### src/rtl/operand_pipe.sv
// Two-operand ALU (add/sub/and/xor) feeding a result FIFO with valid/ready on both sides.
// Define OPERAND_PIPE_SATURATE_EN to clamp add/sub results instead of wrapping.
`ifndef DATA_WIDTH
`define DATA_WIDTH 8
`endif

module operand_pipe #(
    parameter int unsigned DATA_WIDTH = `DATA_WIDTH,
    parameter int unsigned FIFO_DEPTH = 4,
    parameter int unsigned CNT_W      = $clog2(FIFO_DEPTH + 1)
) (
    input  logic                  clk,
    input  logic                  rst,
    input  logic                  in_valid,
    output logic                  in_ready,
    input  logic [DATA_WIDTH-1:0] signal_1,
    input  logic [DATA_WIDTH-1:0] signal_2,
    input  logic [1:0]            op,
    output logic [DATA_WIDTH-1:0] signal_3,
    output logic                  ovf,
    output logic                  out_valid,
    input  logic                  out_ready,
    output logic [CNT_W-1:0]      count
);

    localparam int unsigned PtrW = $clog2(FIFO_DEPTH);

    typedef enum logic [1:0] {
        OpAdd = 2'b00,
        OpSub = 2'b01,
        OpAnd = 2'b10,
        OpXor = 2'b11
    } op_e;

    logic [DATA_WIDTH:0]   sum_ext;
    logic [DATA_WIDTH:0]   diff_ext;
    logic [DATA_WIDTH-1:0] res;
    logic                  res_ovf;

    logic [DATA_WIDTH:0]   mem_q [FIFO_DEPTH];
    logic [PtrW-1:0]       wr_ptr_q, wr_ptr_d;
    logic [PtrW-1:0]       rd_ptr_q, rd_ptr_d;
    logic [CNT_W-1:0]      count_q, count_d;
    logic                  push, pop;

    // Extra MSB captures carry (add) or borrow (sub).
    assign sum_ext  = {1'b0, signal_1} + {1'b0, signal_2};
    assign diff_ext = {1'b0, signal_1} - {1'b0, signal_2};

    always_comb begin
        res     = '0;
        res_ovf = 1'b0;
        unique case (op_e'(op))
            OpAdd: begin
                res_ovf = sum_ext[DATA_WIDTH];
`ifdef OPERAND_PIPE_SATURATE_EN
                res     = sum_ext[DATA_WIDTH] ? '1 : sum_ext[DATA_WIDTH-1:0];
`else
                res     = sum_ext[DATA_WIDTH-1:0];
`endif
            end
            OpSub: begin
                res_ovf = diff_ext[DATA_WIDTH];
`ifdef OPERAND_PIPE_SATURATE_EN
                res     = diff_ext[DATA_WIDTH] ? '0 : diff_ext[DATA_WIDTH-1:0];
`else
                res     = diff_ext[DATA_WIDTH-1:0];
`endif
            end
            OpAnd: res = signal_1 & signal_2;
            OpXor: res = signal_1 ^ signal_2;
            default: res = '0;
        endcase
    end

    assign in_ready  = (count_q != CNT_W'(FIFO_DEPTH));
    assign out_valid = (count_q != '0);
    assign push      = in_valid && in_ready;
    assign pop       = out_valid && out_ready;

    always_comb begin
        wr_ptr_d = wr_ptr_q;
        rd_ptr_d = rd_ptr_q;
        count_d  = count_q;
        if (push) begin
            wr_ptr_d = wr_ptr_q + PtrW'(1);
        end
        if (pop) begin
            rd_ptr_d = rd_ptr_q + PtrW'(1);
        end
        if (push && !pop) begin
            count_d = count_q + CNT_W'(1);
        end else if (pop && !push) begin
            count_d = count_q - CNT_W'(1);
        end
    end

    always_ff @(posedge clk or negedge rst) begin
        if (!rst) begin
            wr_ptr_q <= '0;
            rd_ptr_q <= '0;
            count_q  <= '0;
        end else begin
            wr_ptr_q <= wr_ptr_d;
            rd_ptr_q <= rd_ptr_d;
            count_q  <= count_d;
        end
    end

    // Storage is deliberately unreset; occupancy alone decides what is valid.
    always_ff @(posedge clk) begin
        if (push) begin
            mem_q[wr_ptr_q] <= {res_ovf, res};
        end
    end

    assign signal_3 = out_valid ? mem_q[rd_ptr_q][DATA_WIDTH-1:0] : '0;
    assign ovf      = out_valid ? mem_q[rd_ptr_q][DATA_WIDTH] : 1'b0;
    assign count    = count_q;

endmodule

### config.mk
export PLATFORM = sky130hd
export DESIGN_NAME = operand_pipe
export DESIGN_NICKNAME = d
export VERILOG_FILES = /design/src/rtl/operand_pipe.sv
export SDC_FILE = /design/constraint.sdc
export NUM_CORES = 1
export LEC_CHECK = 0
export ABC_CLOCK_PERIOD_IN_PS = 5230
export CAP_MARGIN = 25
export CORE_MARGIN = 4
export CORE_UTILIZATION = 30
export CTS_CLUSTER_SIZE = 25
export DETAILED_ROUTE_END_ITERATION = 6
export PLACE_DENSITY = 0.5
export SLEW_MARGIN = 20
export SYNTH_ARGS = -nofsm -noshare
export SYNTH_HDL_FRONTEND = slang
export SYNTH_SLANG_ARGS = --single-unit
### constraint.sdc
create_clock -name clk -period 5.23 [get_ports clk]
set_clock_uncertainty 0.15 [all_clocks]
set_input_delay 0.7845 -clock clk [delete_from_list [all_inputs] [get_ports clk]]
set_output_delay 0.7845 -clock clk [all_outputs]
set_load 0.03 [all_outputs]
==> flow_summary.ini <==
[worst_setup_path]
r2r-start = count[0]$_DFFE_PN0P_
crit_fanout = 11
endpoint_kind = output pin
endpoint = signal_3[5]
crit_chain = mux4_2 -> and2_1 -> clkdlybuf4s50_1
rrSetupSlack_ns = 2.77
r2r_cells = 8
cp_slowest_stage_delay_ns = 0.79
arrival_ns = 2.44
crit_family = flip-flops
rr_endpoint = count[2]$_DFFE_PN0P_
cp-start-kind = register
setup.worst_path.start = rd_ptr_q[0]$_DFFE_PN0P_
path_class = reg -> out
path_depth = 3
required_ns = 4.30
crit_slowest_cell = dfrtp_1
cp_num_buf_inv = 1

[yosys]
seq_area_frac_synth = 0.465
synth_area_per_cell_um2 = 12.2
ys_top_cells_by_area = edfxtp_1, ha_1, mux4_2
ys_warn_count = 0
synth_area_mm2 = 0.00270
syn_inst = 221
ys_types = 55
synth_edf_count = 36
synth_ff_type = edfxtp_1
synth_top_cell_area_share = 0.400
synth_top_cell_by_area = edfxtp_1
synth_nets = 268
synthArstFlopShare = 0.163
ys_ff_latch = 43

[global_route]
grt_max_degree = 23
grt_first_pass_wirelength_um = 8420
first_global_vias = 1710
grt_overflow = 0
track_usage = 0.104
grt_antenna_before_repair = 0

[die]
die_area_mm2 = 0.0106
die_y_um = 103
io_pins = 36
core_mm2 = 0.00876
initial_core_util = 0.308
row_count = 34
die_w_um = 103

[clocking]
cts_tree = yes
holdBufCountCts = 0
htree_num_levels = 2
root_buffer = clkbuf_8
path_clk_slew_ns = 0.09
cts_sinks = 43
ctsResizeCount = 0
numCtsBuffers = 5
postCtsSetupRepairBufs = 0
clk_latency_ns = 0.29
clk_path_buf_depth = 2

[timing]
relSlewSlack = 0.434
tightest_slew_ns = 0.846
finalSetupTns_ns = 0
fmax_mhz = 297
drv_slew = 0
fin_crit_sh = 0.645
rsz0062_at_grt = no
final_hold_viol_count = 0
period_needed_ns = 3.37
setup_violations = 0

[place]
place_area_mm2 = 0.00314
gp_congestion = 0.779
hpwlAfterDp_um = 3870
io_buffers = 35

[layout]
postLayoutCellArea_mm2 = 0.00323
nFillCells = 861
antennaDiodeCount = 0
final_common_cell = edfxtp_1
layout_common_cells = edfxtp_1, clkdlybuf4s50_1, ha_1
syn2layout_area_growth_pct = 19.5
nets = 301
drive_above_1_share = 0.110

[drt]
wl_per_cell_um = 14.3
dr_total_vias = 1722
drt-vias-per-instance = 4.74
finalWirelength_um = 5210
drt_first_pass_iters = 4
ant_nets = 0
drtIter0Drc = 65
drc = 0

[run_status]
status = finished, final reports clean

[flow_run]
cap_violations = 0

[min_path]
hold_class = reg -> reg

[power]
ir_drop_mv = 0.174
leakage_nw = 1.23
power_density_mw_per_mm2 = 447
==> metrics by stage <==
step                std cells  hold slack (ns)  total power [W]  worst slack [ns]   util
CTS                       363            0.379          0.00147              1.80  0.369
finish                    363            0.374          0.00144              1.86  0.369
floorplan                 221            0.339          0.00101              2.54      -
global placement          355            0.361          0.00125              1.87  0.358
global route              363            0.414          0.00155              1.70  0.369
detailed placement        355            0.363          0.00125              1.85  0.358
==> logic make-up (layout without fill, tap and decap cells) <==
| kind of cell | count (synthesis) | after routing | synth area share |
|---|---|---|---|
| AOI/OAI and AO/OA | 38 | 38 | 0.107 |
| muxes | 16 | 16 | 0.102 |
| DFF | 43 | 43 | 0.465 |
| xor gates and xnor gates | 10 | 10 | 0.0324 |
| adders and majority gates | 25 | 25 | 0.124 |
| and+or+nand+nor | 61 | 61 | 0.125 |
| buffers and inverters | 28 | 62 | 0.0449 |
==> worst min-delay path by stage <==
| stage | startpoint | to | cells after the start | slack [ns] |
|---|---|---|---|---|
| 3_3_place_gp | count[2]$_DFFE_PN0P_ | count[2]$_DFFE_PN0P_ | 1 | 0.36 |
| 3_5_place_dp | count[2]$_DFFE_PN0P_ | count[2]$_DFFE_PN0P_ | 1 | 0.36 |
| 5_1_grt | count[2]$_DFFE_PN0P_ | count[2]$_DFFE_PN0P_ | 1 | 0.41 |
| 2_1_floorplan | rst | count[0]$_DFFE_PN0P_ | 0 | 0.34 |
| 4_1_cts | count[2]$_DFFE_PN0P_ | count[2]$_DFFE_PN0P_ | 1 | 0.38 |
| 6_report | count[2]$_DFFE_PN0P_ | count[2]$_DFFE_PN0P_ | 1 | 0.37 |
==> worst register-to-register path, delay by kind of cell (launching register included) <==
kind	cells	cell delay, ns
XOR/XNOR	2	0.32
adder cells (fa/ha/maj)	2	0.56
buffers and inverters	1	0.06
flip-flops	1	0.45
AND/OR/NAND/NOR	3	0.85
==> synthesized netlist by cell type (2+ instances only) <==
master	n
buf_2	4
and2_1	10
nand2_1	11
a21oi_1	10
mux2_2	2
nor2b_1	4
o21ai_0	6
o211ai_1	2
and3_1	5
mux4_2	9
fa_1	3
xnor2_1	7
ha_1	22
clkbuf_1	3
edfxtp_1	36
a21oi_2	2
or4_1	2
nor3_1	3
mux2i_1	5
nand3_1	3
inv_1	17
dfrtp_1	7
xor2_1	3
nor2_1	14
==> layer usage <==
layer | GRT usage | vias to the layer above | part of all wire
met3 | 0.0183 | 2 | 0.033
met2 | 0.174 | 31 | 0.48
met4 | 0.0329 | 0 | 0.0077
met5 | 0 | - | 0
li1 | - | 874 | -
met1 | 0.137 | 815 | 0.48
==> report_power, final <==
group	internal [W]	total [W]	switching (W)	leakage [nW]
clock	0.0000954	0.000212	0.000117	0.0408
combinational	0.000326	0.000682	0.000357	0.773
sequential	0.000474	0.000549	0.0000758	0.414
total	0.000895	0.00144	0.000549	1.23
==> registers in the layout, indices dropped and copies added (netlist names) <==
| register | count |
|---|---|
| count | 3 |
| mem_q | 36 |
| wr_ptr_q | 2 |
| rd_ptr_q | 2 |
==> layout make-up <==
| type | instances | area [µm²] | area share |
|---|---|---|---|
| Multi-Input combinational cell | 150 | 1330 | 0.410 |
| Sequential cell | 43 | 1260 | 0.389 |
| Timing Repair Buffer | 35 | 350 | 0.108 |
| Tap cell | 108 | 135 | 0.0418 |
| Inverter | 19 | 71.3 | 0.0221 |
| Clock buffer | 5 | 68.8 | 0.0213 |
| Clock inverter | 3 | 23.8 | 0.00736 |
(Power assumes the default switching activity.)
